## src/rtl/cdb_arbiter_if.sv

```systemverilog
// Common Data Bus arbiter interface.
// Bundles requester payloads, control and the registered broadcast.
interface cdb_arbiter_if #(
    parameter int NUM_REQ = 3,
    parameter int TAG_W   = 4,
    parameter int DATA_W  = 32,
    parameter int RSNUM_W = 3
);
    logic                        flush;
    logic                        cdb_stall;
    logic [NUM_REQ-1:0]          req_valid;
    logic [NUM_REQ*TAG_W-1:0]    req_tag;
    logic [NUM_REQ*DATA_W-1:0]   req_data;
    logic [NUM_REQ*RSNUM_W-1:0]  req_rsnum;
    logic [NUM_REQ-1:0]          ack;
    logic [RSNUM_W-1:0]          ack_rsnum;
    logic                        cdb_valid;
    logic [TAG_W-1:0]            cdb_tag;
    logic [DATA_W-1:0]           cdb_data;
    logic [1:0]                  cdb_src;

    modport master (
        output flush, cdb_stall,
        output req_valid, req_tag, req_data, req_rsnum,
        input  ack, ack_rsnum,
        input  cdb_valid, cdb_tag, cdb_data, cdb_src
    );

    modport slave (
        input  flush, cdb_stall,
        input  req_valid, req_tag, req_data, req_rsnum,
        output ack, ack_rsnum,
        output cdb_valid, cdb_tag, cdb_data, cdb_src
    );
endinterface

```

## src/rtl/cdb_arbiter.sv

```systemverilog
// Round-robin Common Data Bus arbiter.
// Picks one ready unit per cycle, registers the broadcast and the ack.
module cdb_arbiter #(
    parameter int NUM_REQ = 3,
    parameter int TAG_W   = 4,
    parameter int DATA_W  = 32,
    parameter int RSNUM_W = 3
) (
    input  logic          clk,
    input  logic          rst,
    cdb_arbiter_if.slave  bus
);
    localparam int LG_W = (NUM_REQ > 1) ? $clog2(NUM_REQ) : 1;
    localparam logic [LG_W-1:0] LAST = LG_W'(NUM_REQ - 1);

    logic [LG_W-1:0]    last_grant_q, last_grant_d;
    logic [NUM_REQ-1:0] ack_q, ack_d;
    logic [RSNUM_W-1:0] ack_rsnum_q, ack_rsnum_d;
    logic               cdb_valid_q, cdb_valid_d;
    logic [TAG_W-1:0]   cdb_tag_q, cdb_tag_d;
    logic [DATA_W-1:0]  cdb_data_q, cdb_data_d;
    logic [1:0]         cdb_src_q, cdb_src_d;

    logic [NUM_REQ-1:0] eligible;
    logic               found;
    int                 gidx;
    int                 idx;

    // Eligibility: valid, non-free tag, and not the unit being acked now.
    always_comb begin
        eligible = '0;
        for (int i = 0; i < NUM_REQ; i++) begin
            eligible[i] = bus.req_valid[i] & ~ack_q[i]
                        & (bus.req_tag[i*TAG_W +: TAG_W] != '0);
        end
    end

    // Round-robin search starting just after the last winner.
    always_comb begin
        found = 1'b0;
        gidx  = 0;
        idx   = 0;
        for (int k = 1; k <= NUM_REQ; k++) begin
            idx = (int'(last_grant_q) + k) % NUM_REQ;
            if (!found && eligible[idx]) begin
                found = 1'b1;
                gidx  = idx;
            end
        end
    end

    // Next broadcast/ack state; idle unless a grant is taken.
    always_comb begin
        last_grant_d = last_grant_q;
        ack_d        = '0;
        ack_rsnum_d  = '0;
        cdb_valid_d  = 1'b0;
        cdb_tag_d    = '0;
        cdb_data_d   = '0;
        cdb_src_d    = '0;
        if (bus.flush) begin
            last_grant_d = LAST;
        end else if (found && !bus.cdb_stall) begin
            last_grant_d = LG_W'(gidx);
            ack_d[gidx]  = 1'b1;
            ack_rsnum_d  = bus.req_rsnum[gidx*RSNUM_W +: RSNUM_W];
            cdb_valid_d  = 1'b1;
            cdb_tag_d    = bus.req_tag[gidx*TAG_W +: TAG_W];
            cdb_data_d   = bus.req_data[gidx*DATA_W +: DATA_W];
            cdb_src_d    = 2'(gidx);
        end
    end

    // State registers; reset wins over flush and stall.
    always_ff @(posedge clk) begin
        if (rst) begin
            last_grant_q <= LAST;
            ack_q        <= '0;
            ack_rsnum_q  <= '0;
            cdb_valid_q  <= 1'b0;
            cdb_tag_q    <= '0;
            cdb_data_q   <= '0;
            cdb_src_q    <= '0;
        end else begin
            last_grant_q <= last_grant_d;
            ack_q        <= ack_d;
            ack_rsnum_q  <= ack_rsnum_d;
            cdb_valid_q  <= cdb_valid_d;
            cdb_tag_q    <= cdb_tag_d;
            cdb_data_q   <= cdb_data_d;
            cdb_src_q    <= cdb_src_d;
        end
    end

    assign bus.ack       = ack_q;
    assign bus.ack_rsnum = ack_rsnum_q;
    assign bus.cdb_valid = cdb_valid_q;
    assign bus.cdb_tag   = cdb_tag_q;
    assign bus.cdb_data  = cdb_data_q;
    assign bus.cdb_src   = cdb_src_q;
endmodule

```

## src/flat_wrapper.sv

```systemverilog
// flat-port wrapper written by rule: the top's interface ports become plain ports
module cdb_arbiter_flat 
#(
    parameter int NUM_REQ = 3,
    parameter int TAG_W   = 4,
    parameter int DATA_W  = 32,
    parameter int RSNUM_W = 3
)
  (clk, rst, bus_flush, bus_cdb_stall, bus_req_valid, bus_req_tag, bus_req_data, bus_req_rsnum, bus_ack, bus_ack_rsnum, bus_cdb_valid, bus_cdb_tag, bus_cdb_data, bus_cdb_src);
  cdb_arbiter_if #(.NUM_REQ(NUM_REQ), .TAG_W(TAG_W), .DATA_W(DATA_W), .RSNUM_W(RSNUM_W)) bus_i ();
  input  logic clk;
  input  logic rst;
  input wire logic [$bits(bus_i.flush)-1:0] bus_flush;
  input wire logic [$bits(bus_i.cdb_stall)-1:0] bus_cdb_stall;
  input wire logic [$bits(bus_i.req_valid)-1:0] bus_req_valid;
  input wire logic [$bits(bus_i.req_tag)-1:0] bus_req_tag;
  input wire logic [$bits(bus_i.req_data)-1:0] bus_req_data;
  input wire logic [$bits(bus_i.req_rsnum)-1:0] bus_req_rsnum;
  output wire logic [$bits(bus_i.ack)-1:0] bus_ack;
  output wire logic [$bits(bus_i.ack_rsnum)-1:0] bus_ack_rsnum;
  output wire logic [$bits(bus_i.cdb_valid)-1:0] bus_cdb_valid;
  output wire logic [$bits(bus_i.cdb_tag)-1:0] bus_cdb_tag;
  output wire logic [$bits(bus_i.cdb_data)-1:0] bus_cdb_data;
  output wire logic [$bits(bus_i.cdb_src)-1:0] bus_cdb_src;
  assign bus_i.flush = bus_flush;
  assign bus_i.cdb_stall = bus_cdb_stall;
  assign bus_i.req_valid = bus_req_valid;
  assign bus_i.req_tag = bus_req_tag;
  assign bus_i.req_data = bus_req_data;
  assign bus_i.req_rsnum = bus_req_rsnum;
  assign bus_ack = bus_i.ack;
  assign bus_ack_rsnum = bus_i.ack_rsnum;
  assign bus_cdb_valid = bus_i.cdb_valid;
  assign bus_cdb_tag = bus_i.cdb_tag;
  assign bus_cdb_data = bus_i.cdb_data;
  assign bus_cdb_src = bus_i.cdb_src;
  cdb_arbiter #(.NUM_REQ(NUM_REQ), .TAG_W(TAG_W), .DATA_W(DATA_W), .RSNUM_W(RSNUM_W)) u_core (.clk(clk), .rst(rst), .bus(bus_i));
endmodule
```

## config.mk

```make
export PLATFORM = sky130hd
export DESIGN_NAME = cdb_arbiter_flat
export DESIGN_NICKNAME = d
export VERILOG_FILES = /design/src/rtl/cdb_arbiter_if.sv /design/src/rtl/cdb_arbiter.sv /design/src/flat_wrapper.sv
export SDC_FILE = /design/constraint.sdc
export NUM_CORES = 1
export LEC_CHECK = 0
export BUFFER_PORTS_ARGS = -buffer_cell sky130_fd_sc_hd__clkbuf_2
export CORE_MARGIN = 1
export CORE_UTILIZATION = 40
export DETAILED_ROUTE_END_ITERATION = 6
export PLACE_DENSITY = 0.76
export SLEW_MARGIN = 10
export SYNTH_ARGS = -nofsm -noshare
export SYNTH_HDL_FRONTEND = slang
export SYNTH_SLANG_ARGS = --single-unit
```

## constraint.sdc

```tcl
create_clock -name clk -period 4.33 [get_ports clk]
set_input_delay 0.433 -clock clk [delete_from_list [all_inputs] [get_ports clk]]
set_output_delay 0.433 -clock clk [all_outputs]
set_load 0.03 [all_outputs]
```

==> results of run 1 <==
==> registers in the layout (all words and copies together) (netlist names) <==
name / cells
u_core.bus.cdb_data: 32
u_core.bus.cdb_tag: 4
u_core.bus.ack: 3
u_core.bus.ack_rsnum: 3
u_core.bus.cdb_src: 2
u_core.last_grant_q: 2
u_core.bus.cdb_valid: 1
==> synth_stat cells (2+ instances only) <==
cell	instances	share of area
a2111oi_2	33	0.15
nand2b_1	6	0.011
or4_1	2	0.0045
nor2_1	46	0.051
clkbuf_1	7	0.0078
inv_1	21	0.023
o31ai_1	3	0.0067
o21ai_0	10	0.015
ha_1	23	0.086
nand3b_1	2	0.0045
nor2b_1	4	0.0074
mux2i_1	44	0.13
nor4_4	2	0.013
dfxtp_1	47	0.28
xor2_1	2	0.0052
and3_1	5	0.0093
o32ai_1	2	0.0052
nor4_1	2	0.0037
mux2_1	2	0.0067
a2111oi_1	6	0.018
a21oi_1	5	0.0074
buf_4	2	0.0045
nand2_1	12	0.013
buf_6	5	0.017
nor3_1	8	0.012
nand3_1	4	0.0059
o2bb2ai_1	2	0.0052
o221ai_1	4	0.010
buf_2	9	0.013
==> kinds of logic (layout without fill, tap and decap cells) <==
| logic type | after synthesis | after routing | share of synthesized area |
|---|---|---|---|
| simple gates | 100 | 100 | 0.1539 |
| compound gates | 79 | 79 | 0.2528 |
| mux | 48 | 48 | 0.1476 |
| flops | 47 | 47 | 0.2796 |
| buf+inv | 45 | 201 | 0.06691 |
| fa+ha+maj | 24 | 24 | 0.09145 |
| xor+xnor | 3 | 3 | 0.007808 |
==> cell type report <==
class                           instances  share of cell area
Multi-Input combinational cell        254              0.5071
Sequential cell                        47              0.2145
Timing Repair Buffer                  172              0.1985
Inverter                               21             0.01797
Clock buffer                            5             0.01569
Clock inverter                          3             0.01626
Tap cell                              105             0.02995
==> power groups by stage <==
stage / Sequential (mW) / Clock [mW] / Combinational (mW)
after floorplan: 0.500 / 0 / 0.245
after global placement: 0.466 / 0 / 0.392
after detailed placement: 0.466 / 0 / 0.403
after CTS: 0.456 / 0.415 / 0.404
after global routing: 0.458 / 0.435 / 0.439
final: 0.456 / 0.403 / 0.402
==> worst reg2reg max path, cell delays in order (launching register included) <==
cell and delay [ps]:
dfxtp_1 400, inv_1 160, ha_1 400, nor2b_1 280, nand2_1 90, ha_1 280, o21ai_0 70, a21boi_1 250
a21oi_1 120, ha_1 350, ha_1 310, a21o_1 150, a21oi_1 160, xnor2_1 120, nor4_1 380, a41o_1 210
==> how the worst max path moves through the flow <==
| stage | startpoint | to | cells after the start |
|---|---|---|---|
| 6_report | u_core.last_grant_q[1] | u_core.bus.ack_rsnum[1] | 15 |
| 2_1_floorplan | bus_req_tag[5] | u_core.bus.ack_rsnum[2] | 15 |
| 4_1_cts | u_core.last_grant_q[1] | u_core.bus.ack_rsnum[1] | 15 |
| 5_1_grt | u_core.last_grant_q[1] | u_core.bus.ack_rsnum[1] | 15 |
| 3_5_place_dp | bus_req_tag[5] | u_core.bus.ack_rsnum[1] | 14 |
| 3_3_place_gp | bus_req_tag[5] | u_core.bus.ack_rsnum[1] | 14 |
==> per-layer routing <==
layer | track usage | vias to the layer above | wire length (um)
li1 | - | 1602 | -
met1 | 0.2419 | 1483 | 3688
met2 | 0.3510 | 135 | 4622
met3 | 0.03398 | 15 | 515
met4 | 0.06538 | 0 | 159
met5 | 0 | - | 0
==> results, run 1 <==
- The startpoint identified for the worst register-to-register timing path is u_core.last_grant_q[1].
- TritonCTS built the clock tree.
- The floorplan step set the die width to 93.73 um.
- The async set or reset register ratio after synthesis is 0.
- The final routed DRC violation total is 0.
- Before CTS, the worst setup slack after placement is 444.9 ps.
- After layout, the minimum clock period comes to 3771 ps.
- After the flow finishes, the layout carries non-filler instances totaling 607.
- The number of synthesized register bits is 47.
- The switching part of the total power is 0.3325.
- In this run, synthesis inferred 0 flip-flops with an integrated enable.
- Counting the buffers created by CTS gives 5.
- The share of total power dissipated in sequential elements is 0.362.
- In this run the power spent charging and discharging nets is 0.4194 mW.
- The number of violations of the max-capacitance limit is 0.
- The number of sinks driven by the clock tree is 47.
- The pin count of the biggest net entering global routing is 76.
- Dividing the detail-routed wire length by the instance count gives 14.80 um.
- The worst-case IR drop observed on VDD is 0.0001408 V.
- Routability-driven placement finished with a final weighted congestion of 0.8626.
- The clock root buffer is clkbuf_8.
- The number of top-level pins is 169.
- The initial antenna violation count is 0.
- The cell family contributing the most delay on the critical path is adder cells.
- The most instantiated flip-flop cell in the synthesis netlist is dfxtp_1.
- The number of rows in the core area is 33.
- The transition time of the tightest slew-check pin is 928.1 ps.
- The via count of the first global-routing pass was 2986.
- Summing all placed instances gives a cell area of 4247 um^2.
- The cell count after synthesis is 346.
- The share of total power dissipated in combinational logic is 0.318.
- The number of cells traversed by the worst hold path is 2.
- The deepest clock path buffer count is 2.
- The number of max-slew violations in the final report was 0.
- Measured against its own limit, the worst slew margin works out to 0.3813.
- The area of the die is 8785 um^2.
- The peak fanout along the critical path is 10.
- The multi-input combinational cells in the finished layout cover a total of 2225 um^2.
- In this run, the number of DRC markers left after iteration 0 of detailed routing was 124.
- The post-DP HPWL is 6919 um.
- The final period utilization is 0.8709.
- Between clock sinks in the finished design, the worst skew comes to 4.904 ps.
- The number of hold-repair buffers added at the cts stage is 0.
- The slowest stage of the critical path is the dfxtp_1 cell.
- The part of the total power dissipated in the clock network is 0.320.
- In this run, placement finished with an instance count of 599.
- The worst setup path is launched from a flop.
- The number of nets with antenna violations after detailed routing is 0.
- Buffers placed on the I/O ports in this run total 168.
- The number of warnings issued by yosys is 0.
- Measured along the y axis, the die boundary spans 93.73 um.
- The path class of the tightest hold or removal check is in -> reg.
- The share of layout cells above drive strength 1 is 0.4482.
- Summing all non-filler instances in the final layout gives an area of 4387 um^2.
- The internal power summed over all cells is 0.8419 mW.
- At the end of the flow the core is filled with cells to 0.5366.
- The most common cell after layout, fill and taps aside is clkbuf_2.
- The largest single stage delay on the critical path is 400 ps.
- Together, buffers and inverters on the worst path number 1.
- The critical path in this run is classified as reg -> reg.
- After routing, the total negative slack on setup checks comes to 0 ps.
- The required time of the critical path is 4590 ps.
- The via density per instance is 5.329.
- The post-synthesis net count is 494.
- The clock network latency to the later pin of the worst-skew pair is 310 ps.
- The total power draw is 1.261 mW.
- The setup violation total in the final timing report is 0.
- The worst hold slack after final layout is 320.1 ps.
- Walking the worst path, the cells encountered are inv_1 > ha_1 > nor2b_1 > nand2_1 > ha_1 > o21ai_0 > a21boi_1 > a21oi_1 > ha_1 > ha_1 > a21o_1 > a21oi_1 > xnor2_1 > nor4_1 > a41o_1.
- The number of setup buffers added after CTS is 0.
- In the global route stage, overall resource usage came out at 0.1985.
- The part of the Yosys area used for sequential elements is 0.2796.
- The core region is 8175 um^2.
- The via count of the routed design is 3235.
- The setup slack of the critical path after layout is 558.9 ps.
- The first detailed-routing pass took 6 iterations.
- The mean post-synth cell area is 9.728 um^2.
- For this run, the top clock speed supported by timing is 265.2 MHz.
- The number of H-tree levels is 2.
- The area of the mapped netlist is 3366 um^2.
- The starting density of the core is 0.4117.
- For this run, the post-layout net count is 649.
- The number of resized instances in the post-cts repair step is 0.
- The depth of the worst register-to-register path is 15.
- The first-pass GRT wire length is 13810 um.
- Leaving out fill and tap cells, the most frequent cells in the layout are clkbuf_2 (168), dfxtp_1 (47), nor2_1 (46).
- The endpoint of the worst-slack reg-to-reg timing path is u_core.bus.ack_rsnum[1].
- The flow ran to the end, and the final reports show no timing, DRC or antenna violations.
- The area taken by flip-flops and latches is 940.9 um^2.
- In this run the static leakage power is 2.028 nW.
- Data arrives at the worst endpoint at 4030 ps.
- The count of fill cells added during filler insertion is 788.
- Setup repair after global routing left no endpoint under its margin.
- The slack of the worst reg-to-reg path is 560 ps.
- The total wire length is 8986 um.
- Compared with the post-synthesis result, the final layout area differs by 30.33%.
- The most repeated library cell on the critical path is ha_1.
- After synthesis, the netlist uses 55 different library cells.
- The number of antenna cells inserted is 0.
- The worst hold path begins at rst.
- The total power per unit cell area is 287.5 nW/um^2.
- Global routing finished with a remaining overflow of 0.
- The worst hold path terminates at u_core.last_grant_q[0].
- After clock tree synthesis, the clock-pin slew on the worst setup and hold paths is 100 ps.
- The total count of hold-check failures in the final report is 0.
- The capturing element type of the critical path is a flop.
Power figures use the tool's default switching activity.
==> inputs of run 2 (changes only) <==
- clock period: 4.33 -> 3.65 ns (I/O delays scaled with it)
==> results, run 2 (synthesis results as in run 1) <==
- The library cells used most frequently in the layout, excluding fill and tap cells, are clkbuf_2 (168), nor2_1 (46), dfxtp_1 (46).
- The switching part of the total power is 0.3471.
- Dividing the detail-routed wire length by the instance count gives 14.84 um.
- The post-DP HPWL is 6971 um.
- The setup violation total in the final timing report is 0.
- The worst slew margin relative to its limit is 0.3794.
- For this design the total switching power over the nets is 0.5012 mW.
- The H-tree generated during clock tree synthesis spans 2 levels.
- The share of total power dissipated in the clock network is 0.280.
- The most crowded layer after global routing is met2.
- The number of port buffers is 168.
- For this design the ratio of total power to cell area is 319.8 nW/um^2.
- The floorplan core area is 8175 um^2.
- Derived from the worst setup path, the maximum achievable clock frequency is 294.3 MHz.
- At the later pin of the worst-skew pair, clock insertion delay measures 300 ps.
- The pin count of the biggest net entering global routing is 76.
- The met1 demand-to-capacity share in global routing is 0.2486.
- The flip-flop count of the largest register after layout is 32.
- The total wire length is 9172 um.
- The layout-stage area growth over the synthesis result is 34.16%.
- The final critical-path required period is 3398 ps.
- TritonCTS built the clock tree.
- The count of nets after finishing is 660.
- The worst hold slack after final layout is 267.3 ps.
- The category of the worst setup path launch point is a primary input.
- CTS placed an instance of clkbuf_8 at the clock tree root.
- The final period utilization is 0.9309.
- The met3 capacity usage during global routing is 0.03074.
- For this run, design rule violations remaining after detail routing come to 0.
- The power share of the combinational group is 0.345.
- The capturing element type of the critical path is a flop.
- For this run, the total global-route usage over all layers was measured as 0.1990.
- The first TritonRoute pass finished after 6 iterations.
- The floorplan step set the die width to 93.73 um.
- The clock passes through at most 2 buffers.
- After detailed routing, the number of vias per cell comes to 5.278.
- The number of sinks driven by the clock tree is 47.
- The via count of the first global-routing pass was 3036.
- The number of max-slew violations in the final report was 0.
- Pin placement for this block handled 169 I/O pins.
- Power comes to 1.444 mW.
- The sequential power share is 0.374.
- The placement-stage worst setup slack is -60.65 ps.
- The number of violations of the max-capacitance limit is 0.
- For this block, the initial DRC count from the detailed router was 117.
- By startpoint and endpoint, the worst setup path is classified as in -> reg.
- Once detail routing completed, the nets flagged for antenna violations numbered 0.
- The number of antenna cells inserted is 0.
- Of the cells placed in the final design, the portion with a size suffix greater than 1 is 0.4854.
- The data arrival at the endpoint of the critical path is 3650 ps.
- The CTS buffer count is 5.
- The first-pass GRT wire length is 14140 um.
- The starting density of the core is 0.4117.
- Data on the critical path is required at its endpoint by 3900 ps.
- The run finished with clean final reports.
- The peak supply drop is 0.0001573 V.
- The worst hold path belongs to the class in -> reg.
- The total count of hold-check failures in the final report came to 0.
- For this run the aggregate overflow at the end of global routing stands at 0.
- For this run, global-route usage on met2 was measured as 0.3534.
- The area of the die is 8785 um^2.
- For the pin with the worst max-slew slack, the measured transition is 930.9 ps.
- The initial antenna violation count is 0.
- The number of rows in the core area is 33.
- Setup total negative slack on the finished layout was measured at 0 ps.
- The internal power summed over all cells is 0.9429 mW.
- The worst-case clock skew is 4.172 ps.
- Clock-pin slew was measured on the worst setup and hold paths at 100 ps.
- The peak fanout along the critical path is 4.
- The leakage power summed over all cells is 2.076 nW.
- The via count of the routed design is 3262.
- Routability-driven placement finished with a final weighted congestion of 0.9047.
- Setup repair after global routing left no endpoint under its margin.
- Leaving out fill and tap cells, the most frequent cell in the layout is clkbuf_2.
- The die is 93.73 um tall.
- The setup slack of the critical path after layout is 252.3 ps.
run 2: changes by cell type in the layout (fill, tap and decap cells not counted), moves of 2 or more:
cell	before	now
buf_4	4	15
ha_1	23	21
ha_4	0	2
inv_1	21	19
inv_2	0	2
run 2: repair_timing:
action,4_1_cts,5_1_grt
buffers inserted,0,1
gates resized for setup,0,15
endpoints found under the setup margin,0,3
hold buffers,0,0
run 2: final timing paths:
path | end | slack (ps) | cells after the start | from
max | u_core.bus.ack_rsnum[1] | 250 | 15 | bus_req_tag[5]
min | u_core.last_grant_q[0] | 270 | 2 | rst
max reg2reg | u_core.bus.ack_rsnum[1] | 260 | 15 | u_core.last_grant_q[0]
min reg2reg | u_core.last_grant_q[1] | 700 | 2 | u_core.last_grant_q[1]
run 2: worst max-delay path, stage by stage:
cell	delay [ps]
clkbuf_2	100
or4_4	550
a2111oi_2	380
o2bb2ai_1	180
a32oi_2	110
o221ai_4	230
inv_1	90
ha_1	320
ha_1	310
a21o_1	160
a21oi_1	190
xnor2_1	200
nand3_1	150
nor3_1	190
a41o_1	110
run 2: per-layer routing:
metal / wire length (um) / up-vias
met3: 490 / 10
met1: 3880 / 1496
li1: - / 1635
met2: 4680 / 121
met5: 0 / -
met4: 121 / 0
run 2: layout make-up:
| class | count | area (um^2) |
|---|---|---|
| fill | 741 | 3660 |
| multi-input combinational | 254 | 2293 |
| timing repair buffer | 183 | 953.4 |
| sequential | 47 | 942.2 |
| tap | 105 | 131.4 |
| inverter | 21 | 78.83 |
| clock buffer | 5 | 68.82 |
| clock inverter | 3 | 47.55 |
run 2: stage by stage:
step / utilization / instance area [um^2] / std cells
floorplan: - / 3372 / 346
global placement: 0.5286 / 4322 / 609
detailed placement: 0.5286 / 4322 / 609
CTS: 0.5429 / 4438 / 617
global route: 0.5523 / 4516 / 618
finish: 0.5523 / 4516 / 618
run 2: power by group through the flow:
stage / clock [mW] / combinational (mW) / sequential [mW]
4_1_cts: 0.417 / 0.490 / 0.541
3_3_place_gp: 0 / 0.477 / 0.552
6_report: 0.405 / 0.499 / 0.541
5_1_grt: 0.432 / 0.545 / 0.543
3_5_place_dp: 0 / 0.487 / 0.552
2_1_floorplan: 0 / 0.293 / 0.594
